### config.mk
export PLATFORM = sky130hd
export DESIGN_NAME = cs_resolve_seq
export DESIGN_NICKNAME = d
export VERILOG_FILES = /design/src/rtl/mul_pkg.sv /design/src/rtl/chunk_adder.sv /design/src/rtl/cs_resolve_seq.sv
export SDC_FILE = /design/constraint.sdc
export NUM_CORES = 1
export LEC_CHECK = 0
export ABC_CLOCK_PERIOD_IN_PS = 7550
export CORE_MARGIN = 2
export CORE_UTILIZATION = 35
export CTS_BUF_LIST = sky130_fd_sc_hd__clkbuf_2
export CTS_CLUSTER_DIAMETER = 80
export DETAILED_ROUTE_END_ITERATION = 8
export PLACE_DENSITY_LB_ADDON = 0.25
export SLEW_MARGIN = 25
export SYNTH_ARGS = -nofsm -noshare
export SYNTH_HDL_FRONTEND = slang
export SYNTH_SLANG_ARGS = --single-unit
### constraint.sdc
create_clock -name clk -period 7.55 [get_ports clk]
set_clock_uncertainty 0.1 [all_clocks]
set_input_delay 1.51 -clock clk [delete_from_list [all_inputs] [get_ports clk]]
set_output_delay 1.51 -clock clk [all_outputs]
set_load 0.1 [all_outputs]
### src/rtl/mul_pkg.sv
// Shared types and sizing helpers for the multiplier's carry-save resolver.
package mul_pkg;

  typedef enum logic [1:0] {
    IDLE = 2'd0,
    ADD  = 2'd1,
    DONE = 2'd2
  } state_t;

  function automatic int nslice_of(input int width, input int chunk);
    return width / chunk;
  endfunction

  // The slice counter keeps at least one bit, even when there is only one slice.
  function automatic int idx_width(input int nslice);
    return (nslice > 1) ? $clog2(nslice) : 1;
  endfunction

endpackage

### src/rtl/chunk_adder.sv
// CHUNK-bit ripple-carry adder built from dataflow full adders.
module fa_df (
  input  logic a,
  input  logic b,
  input  logic cin,
  output logic s,
  output logic cout
);
  assign s    = a ^ b ^ cin;
  assign cout = (a & b) | (cin & (a ^ b));
endmodule

module chunk_adder #(
  parameter int CHUNK = 4
) (
  input  logic [CHUNK-1:0] a,
  input  logic [CHUNK-1:0] b,
  input  logic             cin,
  output logic [CHUNK-1:0] s,
  output logic             cout
);
  logic [CHUNK:0] c;

  assign c[0] = cin;

  for (genvar i = 0; i < CHUNK; i++) begin : g_bit
    fa_df u_fa (
      .a   (a[i]),
      .b   (b[i]),
      .cin (c[i]),
      .s   (s[i]),
      .cout(c[i+1])
    );
  end

  assign cout = c[CHUNK];
endmodule

### src/rtl/cs_resolve_seq.sv
// Resolves a carry-save sum/carry pair into binary, CHUNK bits per cycle,
// holding the result until the consumer accepts it.
module cs_resolve_seq
  import mul_pkg::*;
#(
  parameter int WIDTH = 16,
  parameter int CHUNK = 4
) (
  input  logic             clk,
  input  logic             rst_n,
  input  logic             in_valid,
  output logic             in_ready,
  input  logic [WIDTH-1:0] sum_in,
  input  logic [WIDTH-1:0] carry_in,
  output logic             out_valid,
  input  logic             out_ready,
  output logic [WIDTH-1:0] result,
  output logic             cout,
  output logic             busy
);
  localparam int NSLICE = nslice_of(WIDTH, CHUNK);
  localparam int IDX_W  = idx_width(NSLICE);
  localparam logic [IDX_W-1:0] LAST_IDX = IDX_W'(NSLICE - 1);

  if (CHUNK < 1 || CHUNK > WIDTH || (WIDTH % CHUNK) != 0) begin : g_bad_params
    $error("cs_resolve_seq: WIDTH must be a non-zero multiple of CHUNK");
  end

  state_t             state_q, state_d;
  logic [WIDTH-1:0]   sum_q, carry_q, result_q;
  logic [IDX_W-1:0]   idx_q;
  logic               carry_run_q, cout_q;
  logic [CHUNK-1:0]   a_slice, b_slice, s_slice;
  logic               c_slice;

  always_comb begin
    a_slice = sum_q[int'(idx_q)*CHUNK +: CHUNK];
    b_slice = carry_q[int'(idx_q)*CHUNK +: CHUNK];
  end

  chunk_adder #(.CHUNK(CHUNK)) u_add (
    .a   (a_slice),
    .b   (b_slice),
    .cin (carry_run_q),
    .s   (s_slice),
    .cout(c_slice)
  );

  // NOTE: every output of this block gets a default before the case, so no path leaves one unassigned and no latch is inferred.
  always_comb begin
    state_d   = state_q;
    in_ready  = 1'b0;
    out_valid = 1'b0;
    busy      = 1'b0;
    case (state_q)
      IDLE: begin
        in_ready = 1'b1;
        if (in_valid) state_d = ADD;
      end
      ADD: begin
        busy = 1'b1;
        if (idx_q == LAST_IDX) state_d = DONE;
      end
      DONE: begin
        busy      = 1'b1;
        out_valid = 1'b1;
        if (out_ready) state_d = IDLE;
      end
      default: state_d = IDLE;
    endcase
  end

  // NOTE: state registers use non-blocking assignments so every flop samples pre-edge values regardless of statement order.
  always_ff @(posedge clk or negedge rst_n) begin
    if (!rst_n) state_q <= IDLE;
    else        state_q <= state_d;
  end

  // NOTE: operand registers are reset along with the visible outputs; they are few flops, and it keeps the slice mux free of X after reset.
  always_ff @(posedge clk or negedge rst_n) begin
    if (!rst_n) begin
      sum_q       <= '0;
      carry_q     <= '0;
      result_q    <= '0;
      idx_q       <= '0;
      carry_run_q <= 1'b0;
      cout_q      <= 1'b0;
    end else begin
      case (state_q)
        IDLE: if (in_valid) begin
          sum_q       <= sum_in;
          carry_q     <= carry_in;
          result_q    <= '0;
          idx_q       <= '0;
          carry_run_q <= 1'b0;
          cout_q      <= 1'b0;
        end
        ADD: begin
          result_q[int'(idx_q)*CHUNK +: CHUNK] <= s_slice;
          carry_run_q <= c_slice;
          // The counter parks on the last slice so it never exceeds NSLICE-1.
          if (idx_q == LAST_IDX) cout_q <= c_slice;
          else                   idx_q  <= idx_q + 1'b1;
        end
        default: ;
      endcase
    end
  end

  assign result = result_q;
  assign cout   = cout_q;
endmodule

Word-level counts from Yosys, hierarchy flattened. Index checks and enable logic that the tools add are counted.

Bits in read-only memories: 0. Word-level logic and storage cells: 65. RAM bits: 0. Input port bits: 36. Output and inout bits: 20. Memories: 0. Bits in latches: 0. Register bits after elaboration: 54.

Shift operators: 4. Add/sub/neg operators: 2. Div/mod/pow operators: 0. Multiply operators: 0. Bitwise logic cells: 20. Order comparisons: 0. Muxes and demuxes: 17. Equality and inequality tests: 7. Reductions and logical operators: 8.

Operator list (count): $neg 4->33 (1); $shift 4x33->16 const A (1); $shiftx 4x33->16 (1); $pmux 16 s2 (1); $shiftx 16x5->4 (2); $bwmux 16 (1); $mux 16 (1); $mux 2 (5); $reduce_and 3->1 (3); $and 1x1->1 (8); $ne 2x2->1 const B (4); $xor 1x1->1 (8); $pmux 2 s3 (1); $mux 1 (5); $eq 2x2->1 const B (2); $or 1x1->1 (4); $pmux 1 s2 (2); $pmux 2 s2 (1); $reduce_and 2->1 (2); $add 2x1->2 const B (1); $eq 2x1->1 const B (1); $logic_not 2->1 (1); $reduce_bool 2->1 (1); $reduce_or 2->1 (1).

Depth between registers and ports, before layout. Gate-level depths: netlist of run 1.

Depth in word-level cells: 12. Mapped depth: 12. Mapped depth without buffers: 11.

Modules after synthesis. Synthesis of run 1 repeated with hierarchy kept, for this count alone.

Cells, all modules: 193. Area total of the unflattened synthesis: 2667.6 um^2.

Modules (own cells, without submodules): cs_resolve_seq (sequential area each 1351.3 um^2, cells each 189, times used 1, area each 2587.5 um^2); fa_df (sequential area each 0.0 um^2, cells each 1, times used 4, area each 20.0 um^2).

Least setup slack after synthesis of run 1. OpenSTA, ideal clock, no wires.

Path kind: reg2reg. From: register idx_q[0]. To: register result_q[15], in the netlist result[15]. Data required time: 7381 ps. Period minus slack after synthesis: 3101 ps. Setup time: 69 ps. Data arrival time: 2931 ps. Path slack: 4449 ps. Stages on the path, launching flop included: 12. Path buffers: 1. Cell sequence: dfrtp_1 > buf_4 > mux4_2 > inv_1 > fa_1 > inv_1 > fa_1 > inv_1 > fa_1 > fa_1 > nor4b_1 > mux2_2.

Longest elaborated chain between the ends: 12. Elaborated cells on any way between the ends: 24. Classes of those cells: add/sub (1); shift (4); mux (2); bitwise (17).

RTL lines: from (decl) (line cs_resolve_seq.sv:31) `logic [IDX_W-1:0] idx_q;`; from (signal assigned) (line cs_resolve_seq.sv:103) `else idx_q <= idx_q + 1'b1;`; $shiftx 16x5->4, on equally long branches (line cs_resolve_seq.sv:37, cs_resolve_seq.sv:38); $xor 1x1->1 (line chunk_adder.sv:9, chunk_adder.sv:10); $and 1x1->1 (line chunk_adder.sv:10) `assign cout = (a & b) | (cin & (a ^ b));`; $or 1x1->1 (line chunk_adder.sv:10); $and 1x1->1 (line chunk_adder.sv:10); $or 1x1->1 (line chunk_adder.sv:10); $and 1x1->1 (line chunk_adder.sv:10); $or 1x1->1 (line chunk_adder.sv:10); $xor 1x1->1 (line chunk_adder.sv:9) `assign s = a ^ b ^ cin;`; $shiftx 4x33->16 (line cs_resolve_seq.sv:99) `result_q[int'(idx_q)*CHUNK +: CHUNK] <= s_slice;`; $bwmux 16 (*) (line cs_resolve_seq.sv:99); $pmux 16 s2 (*) (line cs_resolve_seq.sv:89) `case (state_q)`; to (signal, indexed assignment) (line cs_resolve_seq.sv:99); to (decl) (line cs_resolve_seq.sv:30) `logic [WIDTH-1:0] sum_q, carry_q, result_q;`.

Every way passes the cells marked *; elsewhere a longest branch is shown, timed or not. A chain may end at the register's enable or synchronous reset.

Worst setup path in the final report of run 1.
From: register state_q[0]. To: output in_ready.

Longest elaborated chain between the ends: 2.

RTL lines: from (decl) (line cs_resolve_seq.sv:29) `state_t state_q, state_d;`; from (signal assigned) (line cs_resolve_seq.sv:76) `else state_q <= state_d;`; $logic_not 2->1 (line cs_resolve_seq.sv:55) `case (state_q)`; $mux 1 (line cs_resolve_seq.sv:55); to (decl) (line cs_resolve_seq.sv:12) `output logic in_ready,`.

No other way between the ends.

==> metrics.txt, run 1 <==
data required time of the worst path=5940 ps; ANT cells=0; largest family of logic cells by synthesized area=multiplexers; total vias in the final route=1742; Placer Congestion=about 0.7; Setup crit end kind=primary output; wire per inst=roughly 15 um; Iter 0 DRT Violations=40; Finished Cell Area=between 3000 and 4000 sq um; clk_lat worst skew=420 ps; yosys warns=0; period utilization=53.7%; met2 wire len=between 2 and 3 mm; HP Start=carry_run_q$_DFFE_PN0P_; xor/xnor cell area share of the yosys netlist=0%; outcome=complete, no violations; Startpoint Class=register; metal3 WL=219 um; synth cell count leaders=54 x dfrtp_1, 36 x mux2_2, 17 x inv_1, 13 x o21ai_0, 12 x o31ai_1; post-synthesis adder-cell area fraction=between 6 and 7%; Hold Crit Endpoint=carry_run_q$_DFFE_PN0P_; largest cells by area after synthesis=dfrtp_1 51%, mux2_2 15%, mux4_2 6.8%; DP Area=3290 sq um; P_sw=between 600 and 700 uW; synthesized area=between 2000 and 3000 sq um; Syn Inst Count=198; Fin. Hold Viols=0; Die ar.=8270 sq um; CTS Buffer Depth=2; RR Endpoint=result[15]$_DFFE_PN0P_; R2R setup slack=4020 ps; most numerous cell in the Yosys netlist=dfrtp_1; multiplexer share of the synthesized area=around 23%; switching share of total power=between 40% and 50%; max_cap viols=0; Cell Rows=31; share of layout cells above drive strength 1=23.2%; Sink Count=54; Compound-Gate Fraction of Synth Area=9.41%; Cell Pwr Density=427 nW/um^2; placed cells=346; Net count, final=302; HPWL Detailed=3.74 mm; Mapped Nets=between 200 and 250; final instance count without filler cells=353; post-synthesis simple-gate area fraction=~6.1%; Reg2Reg Launch Point=idx_q[0]$_DFFE_PN0P_; Worst Slack Setup Final=approximately 3500 ps; die height=between 90 and 100 um; CP max FO=6; Die Span X=91.0 um; Synth Register Bits=54; worst hold path class=register to register; Final Hold Slack=~440 ps; IR drop worst, VDD=0.145 mV; Routed Antenna Nets=0; first-pass GRT wire length=~8.7 mm; GRT Util Overall=13.3%; drt total wl=5.17 mm; ys flop type=dfrtp_1; vias in the first global route=1768; Core ar.=7290 sq um; number of port buffers=55; average size of a mapped cell=about 13 sq um; antenna violations before repair=0; register area share after synthesis=about half; routed vias/inst=4.93; clock power share=between 10% and 20%; fin. max-slew vios=0; Overflow after GRT=0; setup TNS=0 ps; H-tree depth=2; number of cells on the worst reg-to-reg path=10; LEAKAGE=1.41 nW; hold path cells=1; Synth cell types=32; Rel. slew slack=34.7%; # DRC=0; combinational share of power=a little under three fifths; PostCTS Resize Cnt=0; Internal Power=783 uW; Root Buffer=clkbuf_2; wl on met1=2.36 mm; Synth top area share=51.1%; Reg clk slew, reported paths=250 ps; Post-synth ARST share=100%; CTS Hold Bufs=0; num ports=56; Tot Pwr=1.43 mW; Seq pwr share=about a third; setup violators final=0; critical path class=register to primary output; slew of the pin with the lowest slew margin=977 ps; Starting Density=36.3%; DR top layer=met4; post-CTS setup buffer count=0; fin util=a little under half; Min Clock Period, post-route=about 4000 ps; area growth from synthesis to layout=26.8%; Pre-Repair DR Iteration Count=4; Num CTS Buffers=5; RSZ-0062 raised after global routing=no; CTS tree=yes; Worst Path Arrival=about 2500 ps; worst slack, placed=between 3000 and 4000 ps; fmax=247 MHz; leading area contributor after synthesis=dfrtp_1; number of synthesized flops with an enable pin=0; largest net degree at the start of global routing=55
power by group through the flow:
stage / combinational [mW] / sequential, mW / clock, mW
final: 0.813 / 0.476 / 0.143
after global routing: 0.881 / 0.494 / 0.162
after CTS: 0.823 / 0.479 / 0.150
after detailed placement: 0.821 / 0.487 / 0
after global placement: 0.806 / 0.483 / 0
after floorplan: 0.547 / 0.547 / 0
state kept, by name (all words and copies together) (netlist names):
signal / count
state_q: 2
cout: 1
result: 16
sum_q: 16
carry_run_q: 1
idx_q: 2
carry_q: 16
worst max-delay path, cell delays in order, from the launching register on:
cell and delay, ps:
dfrtp_1 450, inv_1 100, ha_1 290, clkdlybuf4s50_1 1180
cell type report:
| class | instances | area (sq um) |
|---|---|---|
| well taps | 99 | 124 |
| flip-flops and latches | 54 | 1350 |
| multi-input cells | 119 | 1190 |
| inverters | 17 | 63.8 |
| clock inverters | 2 | 38.8 |
| repair buffers | 57 | 561 |
| fillers | 728 | 3940 |
| clock buffers | 5 | 25.0 |
kinds of logic (layout without fill, tap and decap cells):
| family | count (synthesis) | in the layout |
|---|---|---|
| DFF | 54 | 54 |
| AOI/OAI and AO/OA | 37 | 37 |
| buffers and inverters | 25 | 81 |
| and+or+nand+nor | 25 | 25 |
| muxes | 45 | 45 |
| adders and majority gates | 12 | 12 |
routing by layer:
| metal | up-vias | GRT usage (%) |
|---|---|---|
| li1 | 826 | - |
| met1 | 860 | 18.4 |
| met2 | 49 | 21.0 |
| met3 | 7 | 3.15 |
| met4 | 0 | 3.79 |
| met5 | - | 0 |
worst max-delay path by stage:
| stage | from | end | slack (ps) | cells after the start |
|---|---|---|---|---|
| 6_report | state_q[0]$_DFFE_PN0P_ | in_ready | 3490 | 3 |
| 5_1_grt | state_q[0]$_DFFE_PN0P_ | in_ready | 3400 | 3 |
| 4_1_cts | state_q[0]$_DFFE_PN0P_ | in_ready | 3460 | 3 |
| 3_5_place_dp | state_q[0]$_DFFE_PN0P_ | in_ready | 4000 | 3 |
| 3_3_place_gp | state_q[0]$_DFFE_PN0P_ | in_ready | 4020 | 3 |
| 2_1_floorplan | idx_q[0]$_DFFE_PN0P_ | result[15]$_DFFE_PN0P_ | 4450 | 11 |
placed cells by master (no fill, tap or decap), drive strengths merged:
cell / instances
nand3: 2
o31ai: 12
nand2b: 2
a41o: 1
mux4: 8
inv: 17
clkbuf: 5
nand4: 2
nor2: 2
nor2b: 5
nand2: 2
a22o: 2
nor4b: 4
or2: 3
o21ai: 13
bufinv: 1
clkdlybuf4s50: 54
a21oi: 2
and2: 1
clkinv: 1
o211ai: 1
a21bo: 1
mux2i: 1
buf: 3
and3b: 1
a31oi: 4
dfrtp: 54
fa: 4
a32o: 1
mux2: 36
or2b: 1
ha: 8
(Power assumes the default switching activity.)
==> run 2, diff against run 1 <==
--- a/config.mk
+++ b/config.mk
@@ -5,7 +5,7 @@
 export SDC_FILE = /design/constraint.sdc
 export NUM_CORES = 1
 export LEC_CHECK = 0
-export ABC_CLOCK_PERIOD_IN_PS = 7550
+export ABC_CLOCK_PERIOD_IN_PS = 3300
 export CORE_MARGIN = 2
 export CORE_UTILIZATION = 35
 export CTS_BUF_LIST = sky130_fd_sc_hd__clkbuf_2
==> constraint.sdc (replaced) <==
create_clock -name clk -period 3.3 [get_ports clk]
set_clock_uncertainty 0.1 [all_clocks]
set_input_delay 0.66 -clock clk [delete_from_list [all_inputs] [get_ports clk]]
set_output_delay 0.66 -clock clk [all_outputs]
set_load 0.1 [all_outputs]
==> metrics.txt, run 2 (same netlist as run 1, synthesis figures left out) <==
Sink Count=54 (unchanged); data required time of the worst path=3550 ps (-2390 ps); RSZ-0062 raised after global routing=no; CP max FO=4 (-2); Startpoint Class=register; Cell Pwr Density=971 nW/um^2 (+130%); Starting Density=36.3% (unchanged); setup violators final=0 (unchanged); slew of the pin with the lowest slew margin=514 ps (-463 ps); Rel. slew slack=65.8% (+31 points); multi-input logic area=1200 sq um (+0.53%); critical path class=register to register; Core ar.=7290 sq um (unchanged); number of port buffers=55 (unchanged); vias in the first global route=1850 (+4.6%); LEAKAGE=1.46 nW (+4.2%); post-CTS setup buffer count=0 (unchanged); most common cell after layout, fill and taps aside=dfrtp_1; CTS Buffer Depth=2 (unchanged); Cell Rows=31 (unchanged); fin. max-slew vios=0 (unchanged); Pre-Repair DR Iteration Count=4 (unchanged); CTS tree=yes; worst hold path class=register to register; fmax=327 MHz; Die ar.=8270 sq um (unchanged); Min Clock Period, post-route=3060 ps; Final Hold Slack=442 ps (+5.84 ps); Tot Pwr=3.24 mW (+130%); total vias in the final route=1752 (+0.57%); commonest cells after routing, fill and taps aside=53 x dfrtp_1, 36 x mux2_2, 34 x clkdlybuf4s50_1, 27 x buf_4, 17 x inv_1; period utilization=92.7%; Finished Cell Area=3340 sq um (-0.37%); ANT cells=0 (unchanged); routed vias/inst=4.87 (-1.4%); first-pass GRT wire length=8.87 mm (+1.8%); largest net degree at the start of global routing=34 (-38%); Die Span X=91.0 um (unchanged); Root Buffer=clkbuf_2; Net count, final=308 (+2.0%); HPWL Detailed=3.89 mm (+4.0%); clk_lat worst skew=450 ps (+30 ps); setup TNS=0 ps (unchanged); Fin. Hold Viols=0 (unchanged); H-tree depth=2 (unchanged); die height=91.0 um (unchanged); Setup crit end kind=register; share of layout cells above drive strength 1=33.0% (+9.7 points); Overflow after GRT=0 (unchanged); IR drop worst, VDD=0.358 mV (+150%); num ports=56 (unchanged); R2R setup slack=240 ps (-3780 ps); register area=1350 sq um (about the same); wire per inst=14.3 um (-2.2%); outcome=complete, no violations; Num CTS Buffers=5 (unchanged); antenna violations before repair=0 (unchanged); worst slack, placed=260 ps (-3740 ps); GRT Util Overall=13.4% (+0.055 points); Routed Antenna Nets=0 (unchanged); Reg clk slew, reported paths=270 ps (+20 ps); Worst Path Arrival=3310 ps (+860 ps); area growth from synthesis to layout=26.3%; Iter 0 DRT Violations=64 (+60%); # DRC=0 (unchanged); DP Area=3280 sq um (-0.38%); drt total wl=5.15 mm (-0.27%); Worst Slack Setup Final=242 ps (-3250 ps); max_cap viols=0 (unchanged); Placer Congestion=0.786 (+9.5%); FILL cells=710 (-2.5%)
run 2: changes by cell type in the layout (fill, tap and decap cells not counted), sizes merged:
cell	before	now
buf	3	28
clkdlybuf4s50	54	34
clkinv	1	3
bufinv	1	0
dlygate4sd3	0	1
run 2: where the power goes:
group	internal, mW	switching, mW
sequential	0.914	0.135
clock	0.0533	0.214
combinational	0.767	1.16
total	1.73	1.51
run 2: stage by stage:
stage | instances | utilization [%]
6_report | 360 | 45.8
5_1_grt | 360 | 45.8
4_1_cts | 359 | 45.6
3_5_place_dp | 351 | 45.0
3_3_place_gp | 351 | 45.0
2_1_floorplan | 198 | -
run 2: worst paths after layout:
check / startpoint / to / depth (start not counted)
max reg2reg: idx_q[0]$_DFFE_PN0P_ / result[15]$_DFFE_PN0P_ / 10
max in group asynchronous: rst_n / idx_q[0]$_DFFE_PN0P_ / 3
min in group asynchronous: rst_n / result[8]$_DFFE_PN0P_ / 2
max: idx_q[0]$_DFFE_PN0P_ / result[15]$_DFFE_PN0P_ / 10
min: carry_run_q$_DFFE_PN0P_ / carry_run_q$_DFFE_PN0P_ / 1
min reg2reg: carry_run_q$_DFFE_PN0P_ / carry_run_q$_DFFE_PN0P_ / 1
run 2: worst max-delay path: stages, from the launching register on:
cell     delay, ps
dfrtp_2        510
mux4_2         330
inv_1           50
fa_1           380
inv_1           80
fa_1           150
inv_1           50
fa_1           380
fa_1           600
nor4b_2         70
mux2_2         260
run 2: area by class of cell:
type	count	share of cell area, %
tap	99	3.71
multi-input combinational	119	35.8
sequential	54	40.5
clock buffer	5	0.749
timing repair buffer	63	16.7
clock inverter	3	0.636
inverter	17	1.91
run 2: routing by layer:
metal | global-route usage (%) | part of all wire, % | wire (um) | vias to the layer above
li1 | - | - | - | 844
met1 | 17.7 | 45 | 2300 | 862
met2 | 21.8 | 50 | 2570 | 42
met3 | 3.57 | 4.7 | 241 | 4
met4 | 3.41 | 0.74 | 38 | 0
met5 | 0 | 0 | 0 | -
run 2: repair_timing:
| item | 4_1_cts | 5_1_grt |
|---|---|---|
| resized for setup | 0 | 2 |
| endpoints found under the hold margin | 0 | 10 |
| endpoints found under the setup margin | 0 | 1 |
| hold buffers | 0 | 1 |
==> run 3, diff against run 2 <==
--- a/config.mk
+++ b/config.mk
@@ -11,7 +11,6 @@
 export CTS_BUF_LIST = sky130_fd_sc_hd__clkbuf_2
 export CTS_CLUSTER_DIAMETER = 80
 export DETAILED_ROUTE_END_ITERATION = 8
-export PLACE_DENSITY_LB_ADDON = 0.25
 export SLEW_MARGIN = 25
 export SYNTH_ARGS = -nofsm -noshare
 export SYNTH_HDL_FRONTEND = slang
==> metrics.txt, run 3 (same netlist as run 1, synthesis figures left out) <==
worst hold path class=primary input to async pin; metal3 WL=223 um (-7.5%); commonest cells after routing, fill and taps aside=54 x dfrtp_1, 36 x mux2_2, 34 x clkdlybuf4s50_1, 26 x buf_4, 17 x inv_1; CTS tree=yes; Pre-Repair DR Iteration Count=4 (unchanged); Setup crit start=idx_q[0]$_DFFE_PN0P_; PostCTS Resize Cnt=0 (unchanged); multi-input logic area=1190 sq um (-0.52%); Worst Path Arrival=3360 ps (+50 ps); routed vias/inst=4.91 (+0.90%); Starting Density=36.3% (unchanged); worst slack, placed=279 ps (+18.5 ps); H-tree depth=2 (unchanged); max_cap viols=0 (unchanged); Final Hold Slack=53.1 ps (-389 ps); period utilization=92.3% (-0.40 points); RSZ-0062 raised after global routing=no; Finished Cell Area=3340 sq um (-0.11%); num ports=56 (unchanged); Core ar.=7290 sq um (unchanged); DP Area=3270 sq um (-0.23%); Reg clk slew, reported paths=280 ps (about the same); die height=91.0 um (unchanged); Startpoint Class=register; CP max FO=4 (unchanged); IR drop worst, VDD=0.472 mV (+32%); area growth from synthesis to layout=26.1%; Min Clock Period, post-route=3050 ps (-13.2 ps); Fin. Hold Viols=0 (unchanged); fmax=328 MHz (+0.43%); Worst Slack Setup Final=255 ps (+13.2 ps); antenna violations before repair=0 (unchanged); Die Span X=91.0 um (unchanged); CTS Hold Bufs=0 (unchanged); ANT cells=0 (unchanged); fin util=45.8% (-0.052 points); number of port buffers=55 (unchanged); share of layout cells above drive strength 1=32.0% (-0.90 points); data required time of the worst path=3620 ps (+70 ps); LEAKAGE=1.47 nW (+0.15%); Reg2Reg Launch Point=idx_q[0]$_DFFE_PN0P_; Setup crit end kind=register; first-pass GRT wire length=9.03 mm (+1.7%); placed cells=350 (-0.28%); Cell Rows=31 (unchanged); CTS Buffer Depth=2 (unchanged); largest net degree at the start of global routing=33 (-2.9%); Die ar.=8270 sq um (unchanged); drt total wl=5.36 mm (+3.9%); Sink Count=54 (unchanged); FILL cells=715 (+0.70%); wl on met1=2.51 mm (+8.9%); Placer Congestion=0.760 (-3.3%); slew of the pin with the lowest slew margin=579 ps (+65.3 ps); # DRC=0 (unchanged); Routed Antenna Nets=0 (unchanged); critical path class=register to register; met2 wire len=2.56 mm (-0.47%); Overflow after GRT=0 (unchanged); Num CTS Buffers=5 (unchanged); Cell Pwr Density=995 nW/um^2 (+2.5%); Tot Pwr=3.32 mW (+2.4%); Root Buffer=clkbuf_2; outcome=complete, no violations; setup TNS=0 ps (unchanged); final instance count without filler cells=358 (-0.56%); Rel. slew slack=61.4% (-4.4 points); Net count, final=306 (-0.65%); post-CTS setup buffer count=0 (unchanged); fin. max-slew vios=0 (unchanged); Iter 0 DRT Violations=64 (unchanged); most common cell after layout, fill and taps aside=dfrtp_1; register area=1350 sq um (about the same); DR top layer=met4; wire per inst=15.0 um (+4.5%); HPWL Detailed=4.06 mm (+4.2%); GRT Util Overall=13.8% (+0.48 points); total vias in the final route=1758 (+0.34%); clk_lat worst skew=450 ps (about the same); setup violators final=0 (unchanged); vias in the first global route=1800 (-2.7%)
run 3: cell count changes in the layout (fill, tap and decap cells not counted):
cell / previous run / this run
dfrtp_2: 1 / 0
bufinv_16: 0 / 1
nor4b_2: 1 / 0
dlygate4sd3_1: 1 / 0
inv_6: 0 / 1
dfrtp_1: 53 / 54
buf_4: 27 / 26
nor4b_1: 3 / 4
clkinv_4: 2 / 0
run 3: where the power goes:
part           internal (mW)  switching, mW
sequential             0.913          0.145
combinational          0.762           1.16
clock                  0.129          0.216
total                   1.80           1.52
run 3: per-layer routing:
layer	up-vias	GRT usage (%)
met5	-	0
met4	0	4.17
met3	7	2.82
met2	48	22.3
met1	863	18.9
li1	840	-
run 3: final timing paths:
check / depth (start not counted) / to / slack, ps
min reg2reg: 1 / carry_run_q$_DFFE_PN0P_ / 440
max: 10 / result[15]$_DFFE_PN0P_ / 250
max in group asynchronous: 2 / state_q[1]$_DFFE_PN0P_ / 2250
min: 1 / carry_q[2]$_DFFE_PN0P_ / 50
min in group clk: 1 / carry_run_q$_DFFE_PN0P_ / 440
max reg2reg: 10 / result[15]$_DFFE_PN0P_ / 250
run 3: worst max-delay path: stages (launching register included):
cell     delay (ps)
dfrtp_1         500
mux4_2          340
inv_1            50
fa_1            380
inv_1            80
fa_1            160
inv_1            50
fa_1            380
fa_1            510
nor4b_1         280
mux2_2          180
run 3: area by class of cell:
class                      count  area share [%]
tap                           99            3.71
multi-input combinational    119            35.7
timing repair buffer          61            16.2
clock inverter                 3            1.27
inverter                      17            1.91
sequential                    54            40.5
clock buffer                   5           0.750
